## src/rtl/pipe_fixedpoint_mac.sv

```systemverilog
// Pipelined signed fixed-point multiply-accumulate: register operands, form the exact product,
// then round to the output format and accumulate framed sets with saturate or wrap on overflow.
module pipe_fixedpoint_mac #(
  parameter int WIIA  = 8,
  parameter int WIFA  = 8,
  parameter int WIIB  = 8,
  parameter int WIFB  = 8,
  parameter int WOI   = 12,
  parameter int WOF   = 6,
  parameter int ROOF  = 1,
  parameter int ROUND = 1
) (
  input  logic                 clk,
  input  logic                 rst,
  input  logic                 i_valid,
  input  logic                 i_first,
  input  logic                 i_last,
  input  logic [WIIA+WIFA-1:0] ina,
  input  logic [WIIB+WIFB-1:0] inb,
  output logic                 o_valid,
  output logic [WOI+WOF-1:0]   out,
  output logic                 upflow,
  output logic                 downflow
);

  localparam int WA = WIIA + WIFA;
  localparam int WB = WIIB + WIFB;
  localparam int WO = WOI + WOF;
  localparam int WP = WA + WB;
  localparam int PF = WIFA + WIFB;
  // Rounded product keeps one spare MSB so the +0.5 LSB bias can never wrap.
  localparam int RW = (WOF >= PF) ? (WP + WOF - PF) : (WP + 1);
  localparam int SW = ((RW > WO) ? RW : WO) + 1;
  localparam int STAGES = 1;

  localparam logic [WO-1:0] OMAX = {1'b0, {(WO-1){1'b1}}};
  localparam logic [WO-1:0] OMIN = {1'b1, {(WO-1){1'b0}}};

  typedef struct packed {
    logic          first;
    logic          last;
    logic [WA-1:0] a;
    logic [WB-1:0] b;
  } beat_t;

  beat_t                  s1;
  logic [STAGES:0]        vld_pipe;
  logic                   s2_first;
  logic                   s2_last;
  logic signed [WP-1:0]   p_d;
  logic signed [WP-1:0]   p_q;
  logic signed [RW-1:0]   r_full;
  logic signed [WO-1:0]   acc;
  logic signed [WO-1:0]   base;
  logic signed [WO-1:0]   acc_nxt;
  logic signed [SW-1:0]   s_sum;
  logic signed [SW-1:0]   s_max;
  logic signed [SW-1:0]   s_min;
  logic [1:0]             flags;
  logic [1:0]             flg_nxt;
  logic                   up;
  logic                   dn;

  // Stage 1: operand capture, gated by beat valid
  always_ff @(posedge clk or posedge rst) begin
    if (rst) begin
      s1       <= '0;
      vld_pipe <= '0;
    end else begin
      vld_pipe <= {vld_pipe[STAGES-1:0], i_valid};
      if (i_valid) s1 <= '{first: i_first, last: i_last, a: ina, b: inb};
    end
  end

  // Stage 2: exact full-width product
  assign p_d = WP'($signed(s1.a)) * WP'($signed(s1.b));

  always_ff @(posedge clk or posedge rst) begin
    if (rst) begin
      p_q      <= '0;
      s2_first <= 1'b0;
      s2_last  <= 1'b0;
    end else begin
      p_q      <= p_d;
      s2_first <= s1.first;
      s2_last  <= s1.last;
    end
  end

  // Stage 3: reduce product to the output fraction width
  generate
    if (WOF >= PF) begin : g_pad
      assign r_full = RW'(p_q) <<< (WOF - PF);
    end else begin : g_rnd
      localparam int SH = PF - WOF;
      localparam logic signed [WP:0] HALF = (ROUND != 0) ? ((WP+1)'(1) <<< (SH - 1)) : '0;
      logic signed [WP:0] p_rnd;
      assign p_rnd  = (WP+1)'(p_q) + HALF;
      assign r_full = p_rnd >>> SH;
    end
  endgenerate

  assign s_max = SW'($signed(OMAX));
  assign s_min = SW'($signed(OMIN));

  always_comb begin
    base    = s2_first ? '0 : acc;
    s_sum   = SW'(r_full) + SW'(base);
    up      = (s_sum > s_max);
    dn      = (s_sum < s_min);
    acc_nxt = s_sum[WO-1:0];
    if (ROOF != 0) begin
      if (up) acc_nxt = OMAX;
      if (dn) acc_nxt = OMIN;
    end
    flg_nxt = s2_first ? {up, dn} : (flags | {up, dn});
  end

  // Accumulator, sticky flags and the framed result register
  always_ff @(posedge clk or posedge rst) begin
    if (rst) begin
      acc      <= '0;
      flags    <= '0;
      o_valid  <= 1'b0;
      out      <= '0;
      upflow   <= 1'b0;
      downflow <= 1'b0;
    end else begin
      o_valid <= vld_pipe[STAGES] & s2_last;
      if (vld_pipe[STAGES]) begin
        acc   <= acc_nxt;
        flags <= flg_nxt;
        if (s2_last) begin
          out                <= acc_nxt;
          {upflow, downflow} <= flg_nxt;
        end
      end
    end
  end

endmodule
```

## config.mk

```make
export PLATFORM = sky130hd
export DESIGN_NAME = pipe_fixedpoint_mac
export DESIGN_NICKNAME = d
export VERILOG_FILES = /design/src/rtl/pipe_fixedpoint_mac.sv
export SDC_FILE = /design/constraint.sdc
export NUM_CORES = 1
export LEC_CHECK = 0
export BUFFER_PORTS_ARGS = -buffer_cell sky130_fd_sc_hd__buf_2
export CORE_MARGIN = 2
export CORE_UTILIZATION = 40
export CTS_CLUSTER_DIAMETER = 50
export DETAILED_ROUTE_END_ITERATION = 6
export HOLD_SLACK_MARGIN = 0.02
export PLACE_DENSITY = 0.54
export SYNTH_ARGS = -nofsm -noshare
export SYNTH_HDL_FRONTEND = slang
export SYNTH_SLANG_ARGS = --single-unit
```

## constraint.sdc

```tcl
create_clock -name clk -period 9.01 [get_ports clk]
set_clock_uncertainty 0.1 [all_clocks]
set_input_delay 0.901 -clock clk [delete_from_list [all_inputs] [get_ports clk]]
set_output_delay 0.901 -clock clk [all_outputs]
set_load 0.05 [all_outputs]
```

==> results.yml <==
clock_tree:
  post-cts-setup-buffers: 0
  numCtsBuffers: 9
  cts_max_path_buffers: 2
  cts_sinks: 102
  path_clk_slew_ns: 0.10
  tritoncts: "built"
  cts_resized: 0
  clockRootBuffer: "clkbuf_16"
  htreeDepth: 3
  clk_latency_ns: 0.38
  ctsHoldBuffers: 0
outcome:
  outcome: "completed"
critical_path:
  critPathKind: "reg2reg"
  crit_chain: "nand2_1, fa_1, fa_1, fa_1, fa_1, inv_1, fa_1, inv_1, fa_1, inv_1, ha_1, a21o_1, a21oi_1, nor2_1, o41ai_1, a21boi_0, o21ai_0, or4b_2, o311ai_0"
  cpMaxStageDelayCell: "dfrtp_1"
  worstPathMaxFanout: 17
  crit_path_end_kind: "register"
  startpoint_type: "register"
  crit_required_ns: 9.16
  worstPathArrival_ns: 7.25
  critPathMostFrequentCell: "fa_1"
  critPathMaxStageDelay_ns: 0.83
floorplanning:
  die_w_um: 197.1
  die-area_um2: 38850
  design.core.area_um2: 36700
  start_util: 0.4064
  rows: 70
  pin_count: 58
  die_y_um: 197.1
logic_synthesis:
  yosysTopAreaCell: "fa_1"
  synthArstFlopShare: 1.000
  ys.flop_type: "dfrtp_1"
  ys_ff_latch: 102
  synth_edf_count: 0
  synthCells: 1524
  syn_nets: 1926
  syn_area_um2: 14910
  synth_cell_types: 73
  synth.top_cell.area_share: 0.3517
  avgSynthCellArea_um2: 9.786
  yosys_warnings: 0
  ys_seq_area_frac: 0.1711
  synth_area_leaders: "fa_1 35%, dfrtp_1 17%, ha_1 8.6%"
route:
  drt-total-wl_um: 36420
  drt.antenna.violating_nets: 0
  vias: 10260
  first_iter_violations: 523
  drt-wirelength-per-cell_um: 18.05
  drc_errors: 0
  drtPass1Iterations: 5
  viasPerCell: 5.084
global_routing:
  grt-ovfl-total: 0
  antenna_found_initial: 0
  grtUsageTotal: 0.1999
  grt_max_degree: 75
  grt_pass1_wl_um: 59880
  grt_pass1_vias: 10910
place:
  hpwlAfterDp_um: 29170
  port_buffers: 57
  gp_congestion: 0.8738
finish:
  syn_to_final_growth_pct: 6.602
  fillCellCount: 3552
  nets: 1947
  antenna_cells: 0
  mostFrequentLayoutCells: "310 x inv_1, 262 x fa_1, 143 x nand2_1, 125 x and2_1, 103 x ha_1"
  drive_gt1_frac: 0.09355
  post-route-util: 0.4332
  layout_commonest_cell: "inv_1"
worst_hold_path:
  hold_class: "reg2reg"
timing:
  setup_viol: 0
  finalCritPeriodShare: 0.7872
  fin_crit_ns: 7.093
  hold_viol_final: 0
  rsz0062_at_grt: "false"
  setup-tns-final_ns: 0
  final_max_slew_viol_count: 0
  worstMarginPinSlew_ns: 1.088
  clock.fmax_mhz: 141.0
  slew_headroom: 0.2749
run:
  cap_violations: 0
[area by class of cell]
cell class,instances,area (µm²),share of cell area
inverters,311,1170,0.07358
clock buffers,9,225.2,0.01417
multi-input cells,1059,10940,0.6883
clock inverters,7,100.1,0.006296
well taps,468,585.6,0.03683
repair buffers,62,322.8,0.02030
flip-flops and latches,102,2552,0.1605
[path summary, 6_finish.rpt]
| kind | from | endpoint | slack (ns) | depth (start not counted) |
|---|---|---|---|---|
| setup / recovery | s1[26] | p_q[26] | 1.92 | 19 |
| hold / removal | vld_pipe[0] | vld_pipe[1] | 0.25 | 0 |
| setup reg to reg | s1[26] | p_q[26] | 1.92 | 19 |
| hold reg to reg | vld_pipe[0] | vld_pipe[1] | 0.25 | 0 |
| max in group asynchronous | rst | p_q[30] | 7.05 | 3 |
| min in group asynchronous | rst | s1[25] | 0.45 | 2 |
[metrics by stage]
step           worst slack [ns]  hold slack (ns)  cell area, µm²  cells
2_1_floorplan             2.621           0.2312           14910   1524
3_3_place_gp              2.133           0.2343           15570   2002
3_5_place_dp              1.993           0.2355           15570   2002
4_1_cts                   1.961           0.2540           15900   2018
5_1_grt                   1.592           0.2636           15900   2018
6_report                  1.917           0.2526           15900   2018
[logic make-up after synthesis]
group / synth area share
and+or+nand+nor: 0.1484
adders and majority gates: 0.4381
buffers and inverters: 0.09513
DFF: 0.1711
xor gates and xnor gates: 0.03993
AOI/OAI and AO/OA: 0.08171
muxes: 0.02559
[synth_stat cells, types with 13 or more instances]
cell      number
inv_1        311
fa_1         262
nand2_1      143
and2_1       125
ha_1         103
dfrtp_1      102
nor2_1        69
xnor2_1       46
clkbuf_1      42
a21oi_1       34
mux2_2        33
a211oi_1      26
nand3_1       23
nor2b_1       22
xor2_1        22
o21ai_0       18
a21o_1        13
[worst max-delay path: cells and delay by family, from the launching register on]
| kind | cells | cell delay, ns |
|---|---|---|
| and+or+nand+nor | 3 | 0.89 |
| adders and majority gates | 7 | 3.47 |
| DFF | 1 | 0.83 |
| AOI/OAI and AO/OA | 6 | 1.53 |
| buffers and inverters | 3 | 0.15 |
[routing by layer]
metal | GRT usage | share of wire
met5 | 0 | 0
met4 | 0.04595 | 0.018
met3 | 0.01724 | 0.034
met2 | 0.3378 | 0.49
met1 | 0.2804 | 0.46
[registers in the layout, indices dropped and copies added (netlist names)]
register / cells
flags: 2
o_valid: 1
vld_pipe: 2
downflow: 1
out: 18
s2_last: 1
upflow: 1
s1: 34
s2_first: 1
p_q: 23
acc: 18
Power is not shown: default switching activity piles up to over one toggle a cycle in this logic, so the estimate is an artifact.
